**src/rtl/pipeline_ctrl_pkg.sv**
```systemverilog
// Shared types and constants for the pipeline hazard controller.
package pipeline_ctrl_pkg;

  // Sequencer states.
  typedef enum logic [1:0] {
    RUN      = 2'd0,
    MEM_WAIT = 2'd1,
    FAULT    = 2'd2
  } state_e;

  // EX operand source selects.
  localparam logic [1:0] FWD_NONE = 2'b00;
  localparam logic [1:0] FWD_MEM  = 2'b01;
  localparam logic [1:0] FWD_WB   = 2'b10;

  // Bundle of every pipeline-register control produced each cycle.
  typedef struct packed {
    logic pc_write;
    logic if_id_write;
    logic if_id_flush;
    logic id_ex_write;
    logic id_ex_bubble;
    logic ex_mem_write;
    logic mem_wb_bubble;
  } ctrl_t;

  // Normal flow: everything advances, nothing squashed.
  localparam ctrl_t CTRL_FLOW     = '{pc_write: 1'b1, if_id_write: 1'b1, if_id_flush: 1'b0,
                                      id_ex_write: 1'b1, id_ex_bubble: 1'b0,
                                      ex_mem_write: 1'b1, mem_wb_bubble: 1'b0};
  // Whole pipe held while data memory is busy; WB receives a bubble.
  localparam ctrl_t CTRL_FREEZE   = '{pc_write: 1'b0, if_id_write: 1'b0, if_id_flush: 1'b0,
                                      id_ex_write: 1'b0, id_ex_bubble: 1'b0,
                                      ex_mem_write: 1'b0, mem_wb_bubble: 1'b1};
  // Taken branch: fetch the target, squash the two wrong-path instructions.
  localparam ctrl_t CTRL_BRANCH   = '{pc_write: 1'b1, if_id_write: 1'b1, if_id_flush: 1'b1,
                                      id_ex_write: 1'b1, id_ex_bubble: 1'b1,
                                      ex_mem_write: 1'b1, mem_wb_bubble: 1'b0};
  // Load-use: hold PC and IF/ID, insert one bubble into EX, let the load advance.
  localparam ctrl_t CTRL_LOAD_USE = '{pc_write: 1'b0, if_id_write: 1'b0, if_id_flush: 1'b0,
                                      id_ex_write: 1'b1, id_ex_bubble: 1'b1,
                                      ex_mem_write: 1'b1, mem_wb_bubble: 1'b0};
  // Reset: nothing loads, every stage register is cleared to a NOP.
  localparam ctrl_t CTRL_RESET    = '{pc_write: 1'b0, if_id_write: 1'b0, if_id_flush: 1'b1,
                                      id_ex_write: 1'b0, id_ex_bubble: 1'b1,
                                      ex_mem_write: 1'b0, mem_wb_bubble: 1'b1};

endpackage

```
**src/rtl/forwarding_unit.sv**
```systemverilog
// EX-stage operand forwarding selects. EX/MEM has priority over MEM/WB
// because it holds the younger result; register 0 is never forwarded.
module forwarding_unit
  import pipeline_ctrl_pkg::*;
#(
  parameter int REG_ADDR_W = 5
) (
  input  logic [REG_ADDR_W-1:0] ex_rs,
  input  logic [REG_ADDR_W-1:0] ex_rt,
  input  logic [REG_ADDR_W-1:0] mem_rd,
  input  logic                  mem_reg_write,
  input  logic [REG_ADDR_W-1:0] wb_rd,
  input  logic                  wb_reg_write,
  output logic [1:0]            fwd_a,
  output logic [1:0]            fwd_b
);

  function automatic logic [1:0] pick_src(input logic [REG_ADDR_W-1:0] src);
    logic [1:0] sel;
    sel = FWD_NONE;
    if (mem_reg_write && (mem_rd != '0) && (mem_rd == src)) begin
      sel = FWD_MEM;
    end else if (wb_reg_write && (wb_rd != '0) && (wb_rd == src)) begin
      sel = FWD_WB;
    end
    return sel;
  endfunction

  // Both operands use the same priority rule against their own specifier.
  always_comb begin
    fwd_a = pick_src(ex_rs);
    fwd_b = pick_src(ex_rt);
  end

endmodule

```
**src/rtl/pipeline_hazard_ctrl.sv**
```systemverilog
// Central 5-stage pipeline sequencer: load-use stall, branch flush,
// memory-wait freeze with timeout fault, operand forwarding, stall counter.
module pipeline_hazard_ctrl
  import pipeline_ctrl_pkg::*;
#(
  parameter int REG_ADDR_W  = 5,
  parameter int MEM_TIMEOUT = 64,
  parameter int CNT_W       = 16
) (
  input  logic                  clk,
  input  logic                  reset,
  input  logic [REG_ADDR_W-1:0] id_rs,
  input  logic [REG_ADDR_W-1:0] id_rt,
  input  logic                  id_uses_rs,
  input  logic                  id_uses_rt,
  input  logic [REG_ADDR_W-1:0] ex_rs,
  input  logic [REG_ADDR_W-1:0] ex_rt,
  input  logic [REG_ADDR_W-1:0] ex_rd,
  input  logic                  ex_mem_read,
  input  logic                  branch_taken,
  input  logic [REG_ADDR_W-1:0] mem_rd,
  input  logic                  mem_reg_write,
  input  logic [REG_ADDR_W-1:0] wb_rd,
  input  logic                  wb_reg_write,
  input  logic                  mem_req,
  input  logic                  mem_ready,
  output logic                  pc_write,
  output logic                  if_id_write,
  output logic                  if_id_flush,
  output logic                  id_ex_write,
  output logic                  id_ex_bubble,
  output logic                  ex_mem_write,
  output logic                  mem_wb_bubble,
  output logic [1:0]            fwd_a,
  output logic [1:0]            fwd_b,
  output logic                  mem_fault,
  output logic [CNT_W-1:0]      stall_cycles,
  output logic [1:0]            dbg_state
);

  // Handshake: mem_req is held by the MEM stage for the whole access and
  // mem_ready pulses for the single cycle in which the access completes;
  // the pipe is frozen on every cycle with mem_req=1 and mem_ready=0.

  localparam int WAIT_W = $clog2(MEM_TIMEOUT + 1);
  localparam logic [WAIT_W-1:0] WAIT_LAST = WAIT_W'(MEM_TIMEOUT - 1);
  localparam logic [WAIT_W-1:0] WAIT_ONE  = WAIT_W'(1);
  localparam logic [CNT_W-1:0]  CNT_MAX   = {CNT_W{1'b1}};

  state_e             state_q, state_d;
  logic [WAIT_W-1:0]  wait_cnt_q, wait_cnt_d;
  logic               mem_fault_q, mem_fault_d;
  logic [CNT_W-1:0]   stall_cycles_q, stall_cycles_d;

  logic  load_use;
  ctrl_t flow_ctrl;
  ctrl_t ctrl;

  forwarding_unit #(
    .REG_ADDR_W (REG_ADDR_W)
  ) u_fwd (
    .ex_rs         (ex_rs),
    .ex_rt         (ex_rt),
    .mem_rd        (mem_rd),
    .mem_reg_write (mem_reg_write),
    .wb_rd         (wb_rd),
    .wb_reg_write  (wb_reg_write),
    .fwd_a         (fwd_a),
    .fwd_b         (fwd_b)
  );

  // Load in EX whose destination is read by the instruction in ID.
  always_comb begin
    load_use = ex_mem_read && (ex_rd != '0) &&
               ((id_uses_rs && (id_rs == ex_rd)) || (id_uses_rt && (id_rt == ex_rd)));
  end

  // Controls when memory is not stalling: a branch beats load-use because
  // the dependent instruction in ID is on the wrong path.
  always_comb begin
    flow_ctrl = CTRL_FLOW;
    if (branch_taken) begin
      flow_ctrl = CTRL_BRANCH;
    end else if (load_use) begin
      flow_ctrl = CTRL_LOAD_USE;
    end
  end

  // Sequencer next-state and zero-latency control outputs.
  always_comb begin
    ctrl        = CTRL_FLOW;
    state_d     = state_q;
    wait_cnt_d  = wait_cnt_q;
    mem_fault_d = mem_fault_q;
    unique case (state_q)
      RUN: begin
        if (mem_req && !mem_ready) begin
          // Branch is ignored: EX is held and the branch re-resolves on release.
          ctrl       = CTRL_FREEZE;
          state_d    = MEM_WAIT;
          wait_cnt_d = WAIT_ONE;
        end else begin
          ctrl = flow_ctrl;
        end
      end
      MEM_WAIT: begin
        if (!mem_ready) begin
          ctrl = CTRL_FREEZE;
          if (wait_cnt_q == WAIT_LAST) begin
            state_d     = FAULT;
            mem_fault_d = 1'b1;
          end else begin
            wait_cnt_d = wait_cnt_q + WAIT_ONE;
          end
        end else begin
          ctrl       = flow_ctrl;
          state_d    = RUN;
          wait_cnt_d = '0;
        end
      end
      FAULT: begin
        ctrl        = CTRL_FREEZE;
        mem_fault_d = 1'b1;
      end
      default: begin
        ctrl    = CTRL_FREEZE;
        state_d = RUN;
      end
    endcase
    if (reset) begin
      ctrl = CTRL_RESET;
    end
  end

  // Saturating count of cycles in which the PC did not advance.
  always_comb begin
    stall_cycles_d = stall_cycles_q;
    if (!ctrl.pc_write && (stall_cycles_q != CNT_MAX)) begin
      stall_cycles_d = stall_cycles_q + 1'b1;
    end
  end

  // Registered sequencer state; reset returns to RUN from any state.
  always_ff @(posedge clk) begin
    if (reset) begin
      state_q        <= RUN;
      wait_cnt_q     <= '0;
      mem_fault_q    <= 1'b0;
      stall_cycles_q <= '0;
    end else begin
      state_q        <= state_d;
      wait_cnt_q     <= wait_cnt_d;
      mem_fault_q    <= mem_fault_d;
      stall_cycles_q <= stall_cycles_d;
    end
  end

  // Drive the flat output ports from the control bundle and registers.
  always_comb begin
    pc_write      = ctrl.pc_write;
    if_id_write   = ctrl.if_id_write;
    if_id_flush   = ctrl.if_id_flush;
    id_ex_write   = ctrl.id_ex_write;
    id_ex_bubble  = ctrl.id_ex_bubble;
    ex_mem_write  = ctrl.ex_mem_write;
    mem_wb_bubble = ctrl.mem_wb_bubble;
    mem_fault     = mem_fault_q;
    stall_cycles  = stall_cycles_q;
    dbg_state     = state_q;
  end

endmodule
```
**config.mk**
```make
export PLATFORM = sky130hd
export DESIGN_NAME = pipeline_hazard_ctrl
export DESIGN_NICKNAME = d
export VERILOG_FILES = /design/src/rtl/pipeline_ctrl_pkg.sv /design/src/rtl/forwarding_unit.sv /design/src/rtl/pipeline_hazard_ctrl.sv
export SDC_FILE = /design/constraint.sdc
export NUM_CORES = 1
export LEC_CHECK = 0
export CORE_MARGIN = 2
export CORE_UTILIZATION = 35
export DETAILED_ROUTE_END_ITERATION = 6
export PLACE_DENSITY = 0.69
export REMOVE_ABC_BUFFERS = 1
export SLEW_MARGIN = 40
export SYNTH_ARGS = -nofsm -noshare
export SYNTH_HDL_FRONTEND = slang
export SYNTH_SLANG_ARGS = --single-unit
export TNS_END_PERCENT = 100
```
**constraint.sdc**
```tcl
create_clock -name clk -period 1.9 [get_ports clk]
set_input_delay 0.285 -clock clk [delete_from_list [all_inputs] [get_ports clk]]
set_output_delay 0.285 -clock clk [all_outputs]
set_load 0.1 [all_outputs]
```
# Yosys cells after proc, flatten, opt, wreduce, memory -nomap -nowiden
# Index checks and enable logic that the tools add are counted.
totals:
  reg_bits: 26
  input_bits: 45
  wordCells: 67
classes:
  n_addsub: 2
  eq_ne: 15
  mux: 21
  bitwise: 1
  n_reduce_logical: 24
op_table:
  columns: ["cell", "n"]
  rows:
  - ["$mux 7", 8]
  - ["$eq 5x5->1", 6]
  - ["$pmux 7 s2", 2]
  - ["$add 16x1->16 const B", 1]
  - ["$ne 16x16->1 const B", 1]
  - ["$reduce_bool 5->1", 3]
  - ["$mux 2", 7]
  - ["$logic_and 1x1->1", 12]
  - ["$reduce_and 3->1", 3]
  - ["$add 7x1->7 const B", 1]
  - ["$eq 7x6->1 const B", 1]
  - ["$ne 2x2->1 const B", 3]
  - ["$ne 3x3->1 const B", 2]
  - ["$pmux 2 s3", 1]
  - ["$reduce_bool 2->1", 2]
  - ["$eq 2x1->1 const B", 1]
  - ["$eq 2x2->1 const B", 1]
  - ["$logic_not 1->1", 2]
  - ["$logic_not 2->1", 1]
  - ["$mux 1", 2]
  - ["$pmux 1 s2", 1]
  - ["$logic_or 1x1->1", 1]
  - ["$not 1->1", 1]

# Logic depth before layout (Yosys ltp)
# Gate-level depths: netlist of run 1.
logic_depth:
  depth_word: 11
  ltp_mapped: 10
  depth_no_buf: 7

# Cells and area by module
# From an unflattened synthesis of run 1, not the netlist that was laid out.
unflattened:
  cells_unflattened: 220
  hier_area_um2: 1752.9
modules_own_cells:
  columns: ["module", "n_inst", "cells_each", "area_per_inst_um2", "seq_area_each_um2"]
  rows:
  - ["pipeline_hazard_ctrl", 1, 186, 1495.2, 520.5]
  - ["forwarding_unit", 1, 34, 257.7, 0.0]

# Worst setup path after synthesis of run 1
# No wires, ideal clock.
synth_path:
  kind: "input to output"
  startpoint: "input port mem_rd[4]"
  endpoint: "output port fwd_a[1]"
  t_arrival_ns: 5.488
  required_time_ns: 1.615
  slack_ns: -3.873
  stages: 4
  path_cell_list: "xnor2_1 -> nand3_1 -> nor4_1 -> nor4_1"
synth_via:
  elab_chain_len: 4
synth_rtl:
  columns: ["element", "line", "source"]
  rows:
  - ["from (decl)", "pipeline_hazard_ctrl.sv:21", "input logic [REG_ADDR_W-1:0] mem_rd,"]
  - ["$reduce_bool 5->1", "forwarding_unit.sv:21", "if (mem_reg_write && (mem_rd != '0) && (mem_rd == src)) begin"]
  - ["$logic_and 1x1->1", "forwarding_unit.sv:21", null]
  - ["$logic_and 1x1->1 (*)", "forwarding_unit.sv:21", null]
  - ["$mux 2 (*)", "forwarding_unit.sv:21", null]
  - ["to (decl)", "pipeline_hazard_ctrl.sv:34", "output logic [1:0] fwd_a,"]
# Mark *: on every way between the ends. The rest lies on a longest branch, timed or not.

# Worst setup path after layout of run 1
layout_path:
  startpoint: "input port wb_rd[4]"
  endpoint: "output port fwd_a[1]"
layout_via:
  elab_chain_len: 5
layout_rtl:
  columns: ["element", "line", "source"]
  rows:
  - ["from (decl)", "pipeline_hazard_ctrl.sv:23", "input logic [REG_ADDR_W-1:0] wb_rd,"]
  - ["$reduce_bool 5->1", "forwarding_unit.sv:23", "end else if (wb_reg_write && (wb_rd != '0) && (wb_rd == src)) begin"]
  - ["$logic_and 1x1->1", "forwarding_unit.sv:23", null]
  - ["$logic_and 1x1->1 (*)", "forwarding_unit.sv:23", null]
  - ["$mux 2 (*)", "forwarding_unit.sv:23", null]
  - ["$mux 2 (*)", "forwarding_unit.sv:21", null]
# Marks and branches as above.

==> qor.yml, run 1 <==
power.density_mw_per_mm2: 451
drtAntennaViolNets: 0
ir_drop_uv: 494
critical_path.endpoint: "fwd_a[1]"
synth_warnings: 0
drive_gt1_share_pct: 44.0
fin_worst_skew_ps: 11.0
cts_made_buffers: 3
placed_cells_incl_taps: 375
vias_per_cell: 5.32
cpPeakStageDelay_ps: 530
drc: 0
row_count: 25
gp_congestion: 0.872
worstSetupPathDepth: 7
placed_cell_area_mm2: 0.00295
post-route-min-period_ps: 2060
finalSetupTns_ps: -1140
status: "complete, but fails checks"
start_util_pct: 36.1
fin_ws_ps: -161
startpoint: "wb_rd[4]"
avgSynthCellArea_um2: 8.30
cp-end-kind: "output port"
relSlewSlack_pct: 69.4
timing.hold.ws_ps: 464
final-hold-violation-count: 0
timing.rr.end: "stall_cycles[2]"
vias: 2052
die_y_um: 73.5
r2r_cells: 10
required_ps: 1620
antenna_found_initial: 0
wl_met1_mm: 2.47
hold_buffers: 0
layout_common_cells: "buf_4, dfxtp_1, xor2_1, a21oi_1, buf_12"
synth_ff_type: "dfxtp_1"
syn-cell-area_mm2: 0.00169
die_area_mm2: 0.00541
wl_per_cell_um: 15.0
clk_pin_slew_worst_paths_ps: 80
finalCritPeriodShare_pct: 108
io_pins: 75
worst_slew_pin_slew_ps: 458
firstDrtPassIters: 4
crit_path_start_kind: "input pin"
first_global_vias: 1853
synth-edff-count: 0
nFillCells: 363
ys_ff_latch: 26
met2_wirelength_mm: 2.92
tritoncts: "yes"
highest_layer: "met4"
hp-class: "register to register"
wl_met3_um: 350
setup_viol: 12
grt_pass1_wl_mm: 8.25
synthCells: 204
port_buffers: 74
clk_path_buf_depth: 2
postLayoutCellArea_mm2: 0.00332
total_leakage_power_nw: 1.37
fin_cells: 386
overflow: 0
synth_cell_types: 41
violations: "setup timing"
crit_slowest_cell: "or4_4"
nNetsFinal: 381
area_growth_pct: 95.9
rsz0062_at_grt: "true"
hpwl_mm: 4.02
drt_iter0_drc: 71
cp_top_family: "simple AND/OR/NAND/NOR gates"
cap_violations: 0
die_w_um: 73.5
cp_cell_sequence: "buf_6, buf_6, xor2_1, or4_4, nor4_4, buf_4, buf_12"
final_common_cell: "buf_4"
clock_latency_ps: 270
cts_root_buf: "clkbuf_8"
final_max_slew_viol_count: 0
cpMostUsedCell: "buf_6"
grt_start_max_net_pins: 23
core_mm2: 0.00469
cp_max_fo: 2
finalWirelength_mm: 5.81
grtUsageTotal_pct: 19.4
cp_num_buf_inv: 4
h-tree-depth: 1
maxClockFrequency_ghz: 0.485
yosysSeqAreaShare_pct: 30.7
reg2reg_from: "stall_cycles[1]"
async_flop_share_pct: 0
cts_sinks: 26
r2r_setup_slack_ps: -100
crit_arrival_ps: 1780
antenna_cells: 0
crit_type: "input pin to output port"
layout make-up:
type                            instances  area [um^2]  area share [%]
Tap cell                               54         67.6            2.04
Timing Repair Buffer                  133         1320            39.8
Inverter                                6         22.5           0.679
Clock buffer                            3         41.3            1.25
Multi-Input combinational cell        164         1340            40.3
Sequential cell                        26          529            16.0
registers in the layout, summed over array words and instances, names as in the netlist:
name / cells
dbg_state: 2
mem_fault: 1
wait_cnt_q: 7
stall_cycles: 16
cell families (layout without fill, tap and decap cells):
logic type / Yosys count / after routing / share of synthesized area, %
AND/OR/NAND/NOR: 78 / 78 / 27.1
multiplexers: 2 / 2 / 1.18
flip-flops: 26 / 26 / 30.7
AO/OA/AOI/OAI: 47 / 47 / 16.6
buffers and inverters: 14 / 142 / 4.73
adder cells (fa/ha/maj): 2 / 2 / 1.48
XOR/XNOR: 35 / 35 / 18.1
worst min-delay path by stage:
| stage | from | slack (ps) | to | depth (start not counted) |
|---|---|---|---|---|
| final | mem_fault | 460 | mem_fault | 2 |
| after global routing | wait_cnt_q[6] | 480 | wait_cnt_q[6] | 1 |
| after CTS | mem_fault | 470 | mem_fault | 2 |
| after detailed placement | mem_fault | 460 | mem_fault | 2 |
| after global placement | mem_fault | 450 | mem_fault | 2 |
| after floorplan | reset | 350 | mem_fault | 1 |
Yosys cell counts, drive strengths merged, types with 6 or more instances:
cell type	count	area, um^2
dfxtp	26	521
a21oi	20	104
xor2	18	158
xnor2	17	149
nor2	15	56.3
o21ai	11	55.1
or4	10	75.1
nand4	9	56.3
nand3	8	40.0
or3	8	50.1
nand2	7	26.3
inv	6	22.5
per-layer routing:
layer	track usage (%)	vias up
met5	0	-
met4	4.24	0
met3	2.88	6
met2	33.8	64
met1	25.2	971
li1	-	1011
worst register-to-register path: stages (launching register included):
cell	delay, ps
dfxtp_2	360
ha_4	150
nand3_4	80
nor4_4	440
nor2_1	120
a21oi_2	170
buf_4	160
buf_6	110
clkbuf_16	130
or3_1	100
a21oi_1	60
metrics by stage:
stage / setup slack [ps] / util, % / power (mW)
after floorplan: -3870 / - / 0.834
final: -161 / 70.7 / 1.49
after global routing: -221 / 70.7 / 1.56
after detailed placement: -613 / 62.9 / 1.13
after global placement: -553 / 62.9 / 1.12
after CTS: -153 / 65.4 / 1.44
power by group:
group	internal, mW	switching [mW]
Combinational	0.286	0.326
Clock	0.142	0.170
Sequential	0.557	0.0121
Total	0.986	0.508
repair_timing:
item,in CTS,in global routing
setup buffers,2,4
resized for setup,105,46
endpoints found under the setup margin,25,26
cloned,0,3
pin swaps,27,32
endpoints found under the hold margin,0,0
Note: power is estimated with default switching activity, not from simulation.
==> inputs of run 2 (changes only) <==
- ABC_AREA: not set -> 1
- CORE_UTILIZATION: 35 -> 41
- PLACE_DENSITY: 0.69 -> 0.74
==> run 2 against run 1 <==
Clock power is essentially flat. Global-route usage grew 1.5 points. Clock skew shrank 8.2 ps. Via count grew 7.5%. Total power shrank 2.3%. Clock-buffer cell count is the same. The flow now finishes without violations. Highest routed layer unchanged. Maximum frequency grew 11%. Register-to-register slack gained 320 ps. Critical path type unchanged. Critical path depth shrank 1. Final area grew 0.83%. Largest cell class unchanged. Worst hold slack lost 4.3 ps.
==> qor.yml, run 2 <==
row_count: 25  # unchanged
finalWirelength_mm: 5.77  # -0.67%
vias: 2206  # +7.5%
cp_max_fo: 2  # unchanged
power.density_mw_per_mm2: 437  # -3.1%
groute.layer.met2.usage_pct: 40.0  # +6.1 points
drive_gt1_share_pct: 33.1  # -11 points
die_w_um: 75.0  # +2.0%
synth-edff-count: 0  # unchanged
maxClockFrequency_ghz: 0.539  # +11%
pre_cts_ws_ps: -276  # +337 ps
synth_top_area_cell: "dfxtp_1"
io_pins: 75  # unchanged
wl_per_cell_um: 12.5  # -17%
nNetsFinal: 442  # +16%
clk_path_buf_depth: 2  # unchanged
avgSynthCellArea_um2: 7.06  # -15%
core_mm2: 0.00479  # +2.0%
placed_cell_area_mm2: 0.00318  # +7.8%
antenna_found_initial: 0  # unchanged
antenna_cells: 0  # unchanged
final_common_cell: "nand2_1"
drc: 0  # unchanged
timing.hold.ws_ps: 460  # -4.31 ps
die_area_mm2: 0.00563  # +4.1%
hp-class: "register to register"
h-tree-depth: 1  # unchanged
yosysTopAreaCellShare_pct: 25.2  # -5.6 points
crit_arrival_ps: 1570  # -210 ps
fin_ws_ps: 44.9  # +206 ps
fin_worst_skew_ps: 2.85  # -8.19 ps
layout_common_cells: "nand2_1, buf_4, inv_1"
clk_pin_slew_worst_paths_ps: 80  # about the same
tritoncts: "yes"
die_y_um: 75.0  # +2.0%
grt_busiest_layer: "met2"
grtUsageTotal_pct: 20.9  # +1.5 points
setup_viol: 0  # -12
yosysSeqAreaShare_pct: 25.2  # -5.6 points
vias_per_cell: 4.80  # -9.8%
grt_pass1_wl_mm: 9.28  # +12%
cap_violations: 0  # unchanged
hpwl_mm: 4.56  # +13%
crit_path_start_kind: "input pin"
largest_reg_flops: 16  # unchanged
final-hold-violation-count: 0  # unchanged
fin_cells: 460  # +19%
total_leakage_power_nw: 1.51  # +10%
ir_drop_uv: 319  # -35%
area_growth_pct: 61.6
crit_type: "input pin to output port"
grt.met1_usage_pct: 24.3  # -0.86 points
cp-end-kind: "output port"
grt_use_met3_pct: 3.08  # +0.20 points
cpPeakStageDelay_ps: 330  # -200 ps
grt_start_max_net_pins: 15  # -35%
r2r_cells: 9  # -1
finalSetupTns_ps: 0  # +1140 ps
regArea_um2: 522  # -1.4%
async_flop_share_pct: 0  # unchanged
first_global_vias: 2131  # +15%
drtAntennaViolNets: 0  # unchanged
clock_latency_ps: 270  # about the same
firstDrtPassIters: 4  # unchanged
final_util_pct: 69.9  # -0.81 points
synth_cell_types: 37  # -9.8%
start_util_pct: 43.2  # +7.1 points
overflow: 0  # unchanged
cts_root_buf: "clkbuf_8"
synth_ff_type: "dfxtp_1"
ys_ff_latch: 26  # unchanged
postLayoutCellArea_mm2: 0.00334  # +0.83%
nFillCells: 408  # +12%
synth_area_leaders: "dfxtp_1, nand2_1, xor2_1"
synth_warnings: 0  # unchanged
status: "finished clean"
power_mw: 1.46  # -2.3%
placed_cells_incl_taps: 454  # +21%
post-route-min-period_ps: 1860  # -206 ps
cts_sinks: 26  # unchanged
required_ps: 1620  # about the same
cts_made_buffers: 3  # unchanged
hold_buffers: 0  # unchanged
relSlewSlack_pct: 75.1  # +5.7 points
drt_iter0_drc: 74  # +4.2%
crit_slowest_cell: "nor4_2"
whs_path_depth: 2  # unchanged
yosys.cell_count.top_type: "nand2_1"
worst_slew_pin_slew_ps: 371  # -87.5 ps
gp_congestion: 0.938  # +7.6%
syn-cell-area_mm2: 0.00207  # +22%
synthTopCellsByCount: "nand2_1, inv_1, nor2_1"
port_buffers: 74  # unchanged
cp_cell_sequence: "dlygate4sd2_1, xor2_1, nor4_2, nand3_1, nor2_2, buf_12"
final_max_slew_viol_count: 0  # unchanged
finalCritPeriodShare_pct: 97.6  # -11 points
synthCells: 293  # +44%
multiInputGateArea_mm2: 0.00144  # +7.8%
==> run 2: cell count changes after synthesis, sizes merged, moves of 8 or more <==
cell   delta
inv      +30
nand2    +63
or3       -8
nor2     +16
or4      -10
nand3    +21
==> run 2: kinds of logic (layout without fill, tap and decap cells) <==
kind of cell / after synthesis / after routing / synth area share (%)
DFF: 26 / 26 / 25.2
AOI/OAI and AO/OA: 32 / 32 / 10.2
adders and majority gates: 2 / 2 / 1.21
and+or+nand+nor: 152 / 152 / 37.4
xor gates and xnor gates: 34 / 34 / 14.8
buffers and inverters: 47 / 147 / 11.3
==> run 2: area by class of cell <==
| type | count | area share, % |
|---|---|---|
| tap | 67 | 2.51 |
| sequential | 26 | 15.6 |
| clock buffer | 3 | 1.24 |
| multi-input combinational | 220 | 43.0 |
| timing repair buffer | 106 | 33.2 |
| inverter | 38 | 4.42 |
==> run 2: critical path: cells and delay by family <==
family	cells	cell delay [ps]
simple gates	3	670
xor+xnor	1	160
buf+inv	2	460
==> run 2: path summary, 6_finish.rpt <==
kind                    from              end  slack, ps
max                 ex_rs[2]         fwd_a[1]         40
min                mem_fault        mem_fault        460
max reg2reg  stall_cycles[1]  stall_cycles[1]        220
min reg2reg        mem_fault        mem_fault        460
==> run 2: timing repair <==
action | 4_1_cts | 5_1_grt
buffers inserted | 3 | 0
resized for setup | 46 | 31
setup endpoints to repair | 8 | 17
pin swaps | 22 | 17
==> run 2: report_power, final <==
part	switching (mW)	leakage [nW]	internal (mW)
logic	0.341	1.28	0.242
registers	0.0106	0.211	0.555
clock network	0.169	0.0216	0.142
total	0.520	1.51	0.940
==> run 2: per-layer routing <==
layer | wire length (um) | part of all wire, %
met4 | 97 | 1.7
met1 | 2350 | 41
met2 | 3160 | 55
met3 | 165 | 2.9
met5 | 0 | 0
==> inputs of run 3 (changes only) <==
- CORE_UTILIZATION: 41 -> 50
- DONT_BUFFER_PORTS: not set -> 1
- PLACE_DENSITY: 0.74 -> 0.65
==> run 3 against run 2 <==
Sequential share of layout area up 5.5 points. Combinational power down 36%. Routed wire length down 25%. Core utilization down 8.1 points. Final area down 26%. Worst setup slack better by 45 ps. Critical path depth unchanged. Via count down 15%. Die area down 17%. Largest cell class unchanged. Largest power group is now sequential cells.
==> qor.yml, run 3 (synthesis gave the netlist of run 2 again) <==
status: "finished clean"
final_common_cell: "nand2_1"
pre_cts_ws_ps: 140  # +416 ps
die_w_um: 68.3  # -8.9%
largest_reg_flops: 16  # unchanged
cap_violations: 0  # unchanged
setup_viol: 0  # unchanged
hold_buffers: 0  # unchanged
drc: 0  # unchanged
wl_per_cell_um: 11.7  # -6.8%
start_util_pct: 51.7  # +8.5 points
timing.hold.ws_ps: 62.7  # -397 ps
first_global_vias: 1759  # -17%
postLayoutCellArea_mm2: 0.00247  # -26%
ir_drop_uv: 466  # +46%
grtUsageTotal_pct: 20.4  # -0.53 points
fin_ws_ps: 90.1  # +45.1 ps
final_util_pct: 61.8  # -8.1 points
gp_congestion: 0.869  # -7.3%
grt_pass1_wl_mm: 7.40  # -20%
cts_made_buffers: 3  # unchanged
h-tree-depth: 1  # unchanged
core_mm2: 0.00400  # -16%
clock_latency_ps: 270  # about the same
vias_per_cell: 5.03  # +4.9%
clk_pin_slew_worst_paths_ps: 90  # about the same
drt_iter0_drc: 45  # -39%
hpwl_mm: 3.57  # -22%
crit_arrival_ps: 1520  # -50 ps
grt_start_max_net_pins: 20  # +5
layout_common_cells: "nand2_1, inv_1, buf_4"
fin_worst_skew_ps: 5.70  # +2.85 ps
post-route-min-period_ps: 1810  # -45.1 ps
maxClockFrequency_ghz: 0.553  # +2.5%
antenna_found_initial: 0  # unchanged
antenna_cells: 0  # unchanged
rsz0062_at_grt: "true"
drtAntennaViolNets: 0  # unchanged
cts_root_buf: "clkbuf_8"
crit_type: "register to output port"
io_pins: 75  # unchanged
finalWirelength_mm: 4.35  # -25%
final_max_slew_viol_count: 0  # unchanged
cts_sinks: 26  # unchanged
final-hold-violation-count: 0  # unchanged
area_growth_pct: 19.5
die_area_mm2: 0.00467  # -17%
required_ps: 1620  # about the same
overflow: 0  # unchanged
relSlewSlack_pct: 63.6  # -12 points
row_count: 23  # -8.0%
finalSetupTns_ps: 0  # unchanged
power.density_mw_per_mm2: 522  # +19%
whs_path_depth: 1  # -1
port_buffers: 0  # -100%
hp-class: "input pin to register"
cp_max_fo: 5  # +3
firstDrtPassIters: 4  # unchanged
crit_path_start_kind: "register"
cp-end-kind: "output port"
r2r_cells: 9  # unchanged
vias: 1872  # -15%
placed_cell_area_mm2: 0.00240  # -24%
die_y_um: 68.3  # -8.9%
nNetsFinal: 370  # -16%
drive_gt1_share_pct: 27.3  # -5.7 points
worst_slew_pin_slew_ps: 551  # +180 ps
tritoncts: "yes"
clk_path_buf_depth: 2  # unchanged
total_leakage_power_nw: 1.05  # -30%
finalCritPeriodShare_pct: 95.3  # -2.4 points
## run 3: cell types whose count changed in the layout (fill, tap and decap cells not counted), sizes merged
cell,change
buf,-30
dlygate4sd2,-24
clkdlybuf4s50,-6
clkdlybuf4s15,-5
dlymetal6s2s,-5
clkbuf,-1
clkinvlp,-1
inv,+1
## run 3: worst paths after layout
path / start / to / slack (ps)
worst max-delay path: dbg_state[0] / id_ex_write / 90
worst max register to register: stall_cycles[0] / stall_cycles[15] / 230
worst min-delay path: reset / stall_cycles[2] / 60
worst min register to register: wait_cnt_q[6] / wait_cnt_q[6] / 490
## run 3: per-layer routing
metal | track usage [%] | vias up | wire length (um)
li1 | - | 993 | -
met1 | 23.7 | 831 | 1920
met2 | 37.1 | 42 | 2150
met3 | 5.26 | 6 | 235
met4 | 4.50 | 0 | 50
met5 | 0 | - | 0
## run 3: report_power, final
part           switching, mW  leakage (nW)  total, mW  internal, mW
logic                  0.256         0.815      0.373         0.117
registers            0.00715         0.210      0.562         0.555
clock network          0.168        0.0288      0.353         0.185
total                  0.432          1.05       1.29         0.857
## run 3: area by class of cell
cell class | count | area (um^2)
clock buffers | 4 | 55.1
fillers | 380 | 1530
inverters | 38 | 146
multi-input cells | 220 | 1330
flip-flops and latches | 26 | 520
well taps | 50 | 62.6
repair buffers | 34 | 353
## run 3: repair_timing
| item | CTS | global route |
|---|---|---|
| gates resized for setup | 1 | 2 |
| pin swaps | 1 | 1 |
| endpoints found under the hold margin | 0 | 0 |
| setup endpoints to repair | 4 | 11 |
| buffers inserted | 1 | 0 |
## run 3: critical path, cell delays in order, from the launching register on
cell	delay (ps)
dfxtp_1	320
inv_2	80
nor2_1	60
nor3_2	160
nand2_2	90
clkinv_2	70
buf_4	470
## run 3: through the flow
stage                     instances  power [mW]
final                           372        1.29
after global routing            372        1.36
after CTS                       372        1.31
after detailed placement        367       0.945
after global placement          367       0.943
after floorplan                 284       0.858
==> RTL change 1 (config.mk and constraints of run 2) <==
Put a register stage on the output `dbg_state`, cleared by the reset. The value now appears one clock later. The other outputs are not delayed to match.
--- a/src/rtl/pipeline_hazard_ctrl.sv
+++ b/src/rtl/pipeline_hazard_ctrl.sv
@@ -47,4 +47,6 @@
   localparam logic [WAIT_W-1:0] WAIT_ONE  = WAIT_W'(1);
   localparam logic [CNT_W-1:0]  CNT_MAX   = {CNT_W{1'b1}};
+
+  logic [1:0] dbg_state_d;
 
   state_e             state_q, state_d;
@@ -167,5 +169,13 @@
     mem_fault     = mem_fault_q;
     stall_cycles  = stall_cycles_q;
-    dbg_state     = state_q;
+    dbg_state_d   = state_q;
+  end
+
+  always_ff @(posedge clk) begin
+    if (reset) begin
+      dbg_state <= '0;
+    end else begin
+      dbg_state <= dbg_state_d;
+    end
   end
 
Formal check against the unedited RTL: not equivalent (Yosys sat finds a counterexample within 4 cycles, from zero or initial values and one cycle with reset high).
==> RTL change 1 against run 2 <==
- first-iteration DRC count rose by 82%
- setup slack got worse by 0.025 ns
- via count grew 3.9%
- clock power rose by 56%
- wire length up 3.3%
- design area increased by 2.2%
- core utilization increased by 2.0 points
- total power rose by 15%
- sequential cell count grew 2
- non-clock buffer count grew 4
- combinational power up 1%
- area after synthesis shrank 1.6%
- critical endpoint unchanged
==> RTL change 1: results (changes against run 2) <==
gpl congestion -> 0.878 (-6.4%)
Worst-path clk slew -> 0.10 ns (+0.02 ns)
DRT iter0 DRCs -> 135 (+82%)
Yosys cell types -> 33 (-11%)
FILL cells -> 376 (-7.8%)
vias per cell -> 4.79 (-0.18%)
Combinational Power -> 0.000589 W (+1%)
outcome -> finished, final reports clean
Clock Sinks -> 28 (+7.7%)
Leakage Power -> 1.56 nW (+3.5%)
pwr/cell area -> 491 nW/um^2 (+13%)
Worst EP arrival -> 1.60 ns (+0.03 ns)
synthesis-to-layout area growth -> 67.9%
GRT Resource Usage Total -> 0.217 (+0.00833)
layout cells sized above 1 -> 0.289 (-0.0420)
largest net degree at the start of global routing -> 17 (+2)
vias in the first global route -> 2155 (+1.1%)
clock network area share -> 0.0209 (+0.00853)
WL final -> 5.96 mm (+3.3%)
DP Wirelength -> 4.51 mm (-1.1%)
sw power -> 0.000547 W (+5.2%)
Layout Nets -> 460 (+4.1%)
post-place setup slack -> -0.283 ns (-0.00659 ns)
sequential fraction of the synthesis area -> 0.276 (+0.0239)
number of multi-input logic gates -> 229 (+4.1%)
routed via count -> 2293 (+3.9%)
VDD IR max -> 0.362 mV (+13%)
Mean Syn Cell Area -> 6.67 sq um (-5.5%)
synth cell count leaders -> 70 x nand2_1, 34 x inv_1, 32 x nand3_1, 32 x nor2_1, 28 x dfxtp_1
Reg area -> 561 sq um (+7.4%)
multi-input combinational area share -> 0.416 (-0.0139)
[RTL change 1: cell types whose count changed after synthesis, moves of 3 or more]
cell,delta
nand2_1,+9
nand3_1,+12
nor2_1,+5
inv_1,+3
nand3_2,-9
nor3_1,+4
nor3b_1,-3
nand2_2,-4
[RTL change 1: per-layer routing]
layer | vias to the layer above | part of all wire | track usage
met3 | 7 | 0.038 | 0.0190
met5 | - | 0 | 0
met1 | 1044 | 0.46 | 0.298
li1 | 1186 | - | -
met2 | 56 | 0.49 | 0.367
met4 | 0 | 0.011 | 0.0595
[RTL change 1: worst paths after layout]
kind                                start                      endpoint  slack (ns)
max                              ex_rs[0]                      fwd_a[1]        0.02
min                mem_fault$_SDFFE_PP0P_        mem_fault$_SDFFE_PP0P_        0.45
max reg2reg  stall_cycles[1]$_SDFFE_PP0P_  stall_cycles[4]$_SDFFE_PP0P_        0.14
min reg2reg        mem_fault$_SDFFE_PP0P_        mem_fault$_SDFFE_PP0P_        0.45
[RTL change 1: logic make-up (layout without fill, tap and decap cells)]
| family | after synthesis | in the layout | share of synthesized area |
|---|---|---|---|
| simple gates | 160 | 160 | 0.359 |
| xor+xnor | 35 | 35 | 0.151 |
| flops | 28 | 28 | 0.276 |
| fa+ha+maj | 2 | 2 | 0.0123 |
| compound gates | 32 | 32 | 0.106 |
| buf+inv | 48 | 155 | 0.0972 |
[RTL change 1: worst max-delay path: stages]
cell,delay (ns)
dlygate4sd2_1,0.26
xor2_1,0.18
nor4_1,0.32
nand3_1,0.16
nor2_2,0.19
buf_12,0.19
[RTL change 1: timing repair]
item                                   in CTS  in global routing
buffers inserted                            1                  1
endpoints found under the hold margin       0                  0
pin swaps                                  13                 18
resized for setup                          30                 36
setup endpoints to repair                   7                 18
==> RTL change 2 (flow settings as in run 2) <==
Made on the original files. Set the parameter `MEM_TIMEOUT` to 32 (it was 64).
--- a/src/rtl/pipeline_hazard_ctrl.sv
+++ b/src/rtl/pipeline_hazard_ctrl.sv
@@ -5,5 +5,5 @@
 #(
   parameter int REG_ADDR_W  = 5,
-  parameter int MEM_TIMEOUT = 64,
+  parameter int MEM_TIMEOUT = 32,
   parameter int CNT_W       = 16
 ) (
Function: no difference found for any inputs over 10 cycles, from zero or initial values and one cycle with reset high; that may be too few to reach the edited logic, so the function may still have changed.
==> RTL change 2 against run 2 <==
- setup slack worse by 0.0049 ns
- design area shrank 6.0%
- sequential cell count shrank 1
- first-iteration DRC count up 69%
- area after synthesis is 8.3% lower
- critical endpoint unchanged
- clock power about the same
- final cell count down 3.9%
- clock skew grew 0.0025 ns
- largest power group unchanged
- non-clock buffer count down 3
- wire length down 9.3%
- die area fell by 7.9%
- sequential power fell by 3%
- global-route usage grew 0.22 points
- total power shrank 1.8%
==> RTL change 2: results (changes against run 2) <==
outcome -> finished, final reports clean
Synth Instances -> 291 (-0.68%)
FILL cells -> 371 (-9.1%)
GRT Resource Usage Total -> 0.211 (+0.00215)
VDD IR max -> 0.337 mV (+5.7%)
crit path from -> wb_rd[2]
post-place setup slack -> -0.288 ns (-0.0121 ns)
sequential fraction of the synthesis area -> 0.264 (+0.0124)
max reg flops -> 16 (unchanged)
worst setup path end -> fwd_a[1]
vias in the first global route -> 2064 (-3.1%)
met3 usage -> 0.0472 (+0.0164)
Async S/R FF share, synth -> 0 (unchanged)
Sequential Power Share -> 0.382 (-0.006)
CP max stage cell -> clkdlybuf4s50_1
DRT iter0 DRCs -> 125 (+69%)
Worst Hold Path EP -> wait_cnt_q[2]$_SDFFE_PP0P_
largest net degree at the start of global routing -> 19 (+4)
CP peak stage delay -> 0.53 ns (+0.20 ns)
Placed Instances -> 436 (-4.0%)
first-pass GRT wire length -> 8.95 mm (-3.6%)
DRT antenna net count -> 0 (unchanged)
highest clock rate -> 0.538 GHz (-0.27%)
TritonCTS Buffers -> 3 (unchanged)
WL final -> 5.24 mm (-9.3%)
Post-Synth XOR/XNOR Area -> 0.152 (+0.00486)
Leakage Power -> 1.54 nW (+1.7%)
synth top area cells -> dfxtp_1 26%, nand2_1 13%, xor2_1 8.8%
met2 Use GR -> 0.362 (-0.0375)
Antenna Cells -> 0 (unchanged)
CTS root buf -> clkbuf_8
mux share of post-synthesis cell area -> 0 (unchanged)
r2r endpoint -> stall_cycles[6]$_SDFFE_PP0P_
compound-cell area share of the yosys netlist -> 0.0990 (-0.00262)
sw power -> 0.000509 W (-2.1%)
hold crit path type -> reg -> reg
hold_sp -> wait_cnt_q[2]$_SDFFE_PP0P_
Final Non-Filler Cells -> 442 (-3.9%)
reg-to-reg slack, setup -> 0.24 ns (+0.02 ns)
gpl congestion -> 0.830 (-12%)
final hold slack -> 0.484 ns (+0.0240 ns)
router iterations before antenna repair -> 4 (unchanged)
post-synthesis adder-cell area fraction -> 0.0132 (+0.00110)
Yosys cell types -> 29 (-22%)
placed cell area -> 2960 sq um (-7.1%)
vias per cell -> 4.90 (+2.1%)
Clock Power Share -> 0.218 (+0.005)
worst r2r src -> stall_cycles[0]$_SDFFE_PP0P_
Top Family by Delay on Critical Path -> buffers and inverters
sequential cell power -> 0.000547 W (-3%)
Max FO, Critical Path -> 3 (+1)
routing usage on met1 -> 0.279 (+0.0358)
layout cells sized above 1 -> 0.244 (-0.0872)
DP Wirelength -> 4.04 mm (-11%)
synth cell count leaders -> 65 x nand2_1, 34 x inv_1, 31 x nor2_1, 29 x nand3_1, 25 x dfxtp_1
clock skew -> 0.00538 ns (+0.00253 ns)
worst-margin pin slew -> 0.323 ns (-0.0479 ns)
r2r worst-path depth -> 9 (unchanged)
## RTL change 2: cell count changes after synthesis, moves of 5 or more
| cell | run 2 | this run |
|---|---|---|
| nand2_2 | 6 | 1 |
| a21oi_2 | 9 | 0 |
| nand3_2 | 9 | 2 |
| nand3_1 | 20 | 29 |
| a21oi_1 | 12 | 22 |
## RTL change 2: timing repair
action,CTS,global route
buffers inserted,2,2
resized for setup,36,26
pin swaps,10,20
setup endpoints to repair,6,23
## RTL change 2: routing by layer
metal,up-vias,part of all wire
met1,974,0.45
met2,51,0.49
met4,0,0.0090
met5,-,0
li1,1133,-
met3,6,0.051
## RTL change 2: layout make-up
| cell class | instances | area (sq um) | area share |
|---|---|---|---|
| Sequential cell | 25 | 500 | 0.159 |
| Clock buffer | 4 | 45.0 | 0.0143 |
| Tap cell | 52 | 65.1 | 0.0207 |
| Inverter | 37 | 141 | 0.0450 |
| Multi-Input combinational cell | 221 | 1310 | 0.417 |
| Timing Repair Buffer | 103 | 1080 | 0.343 |
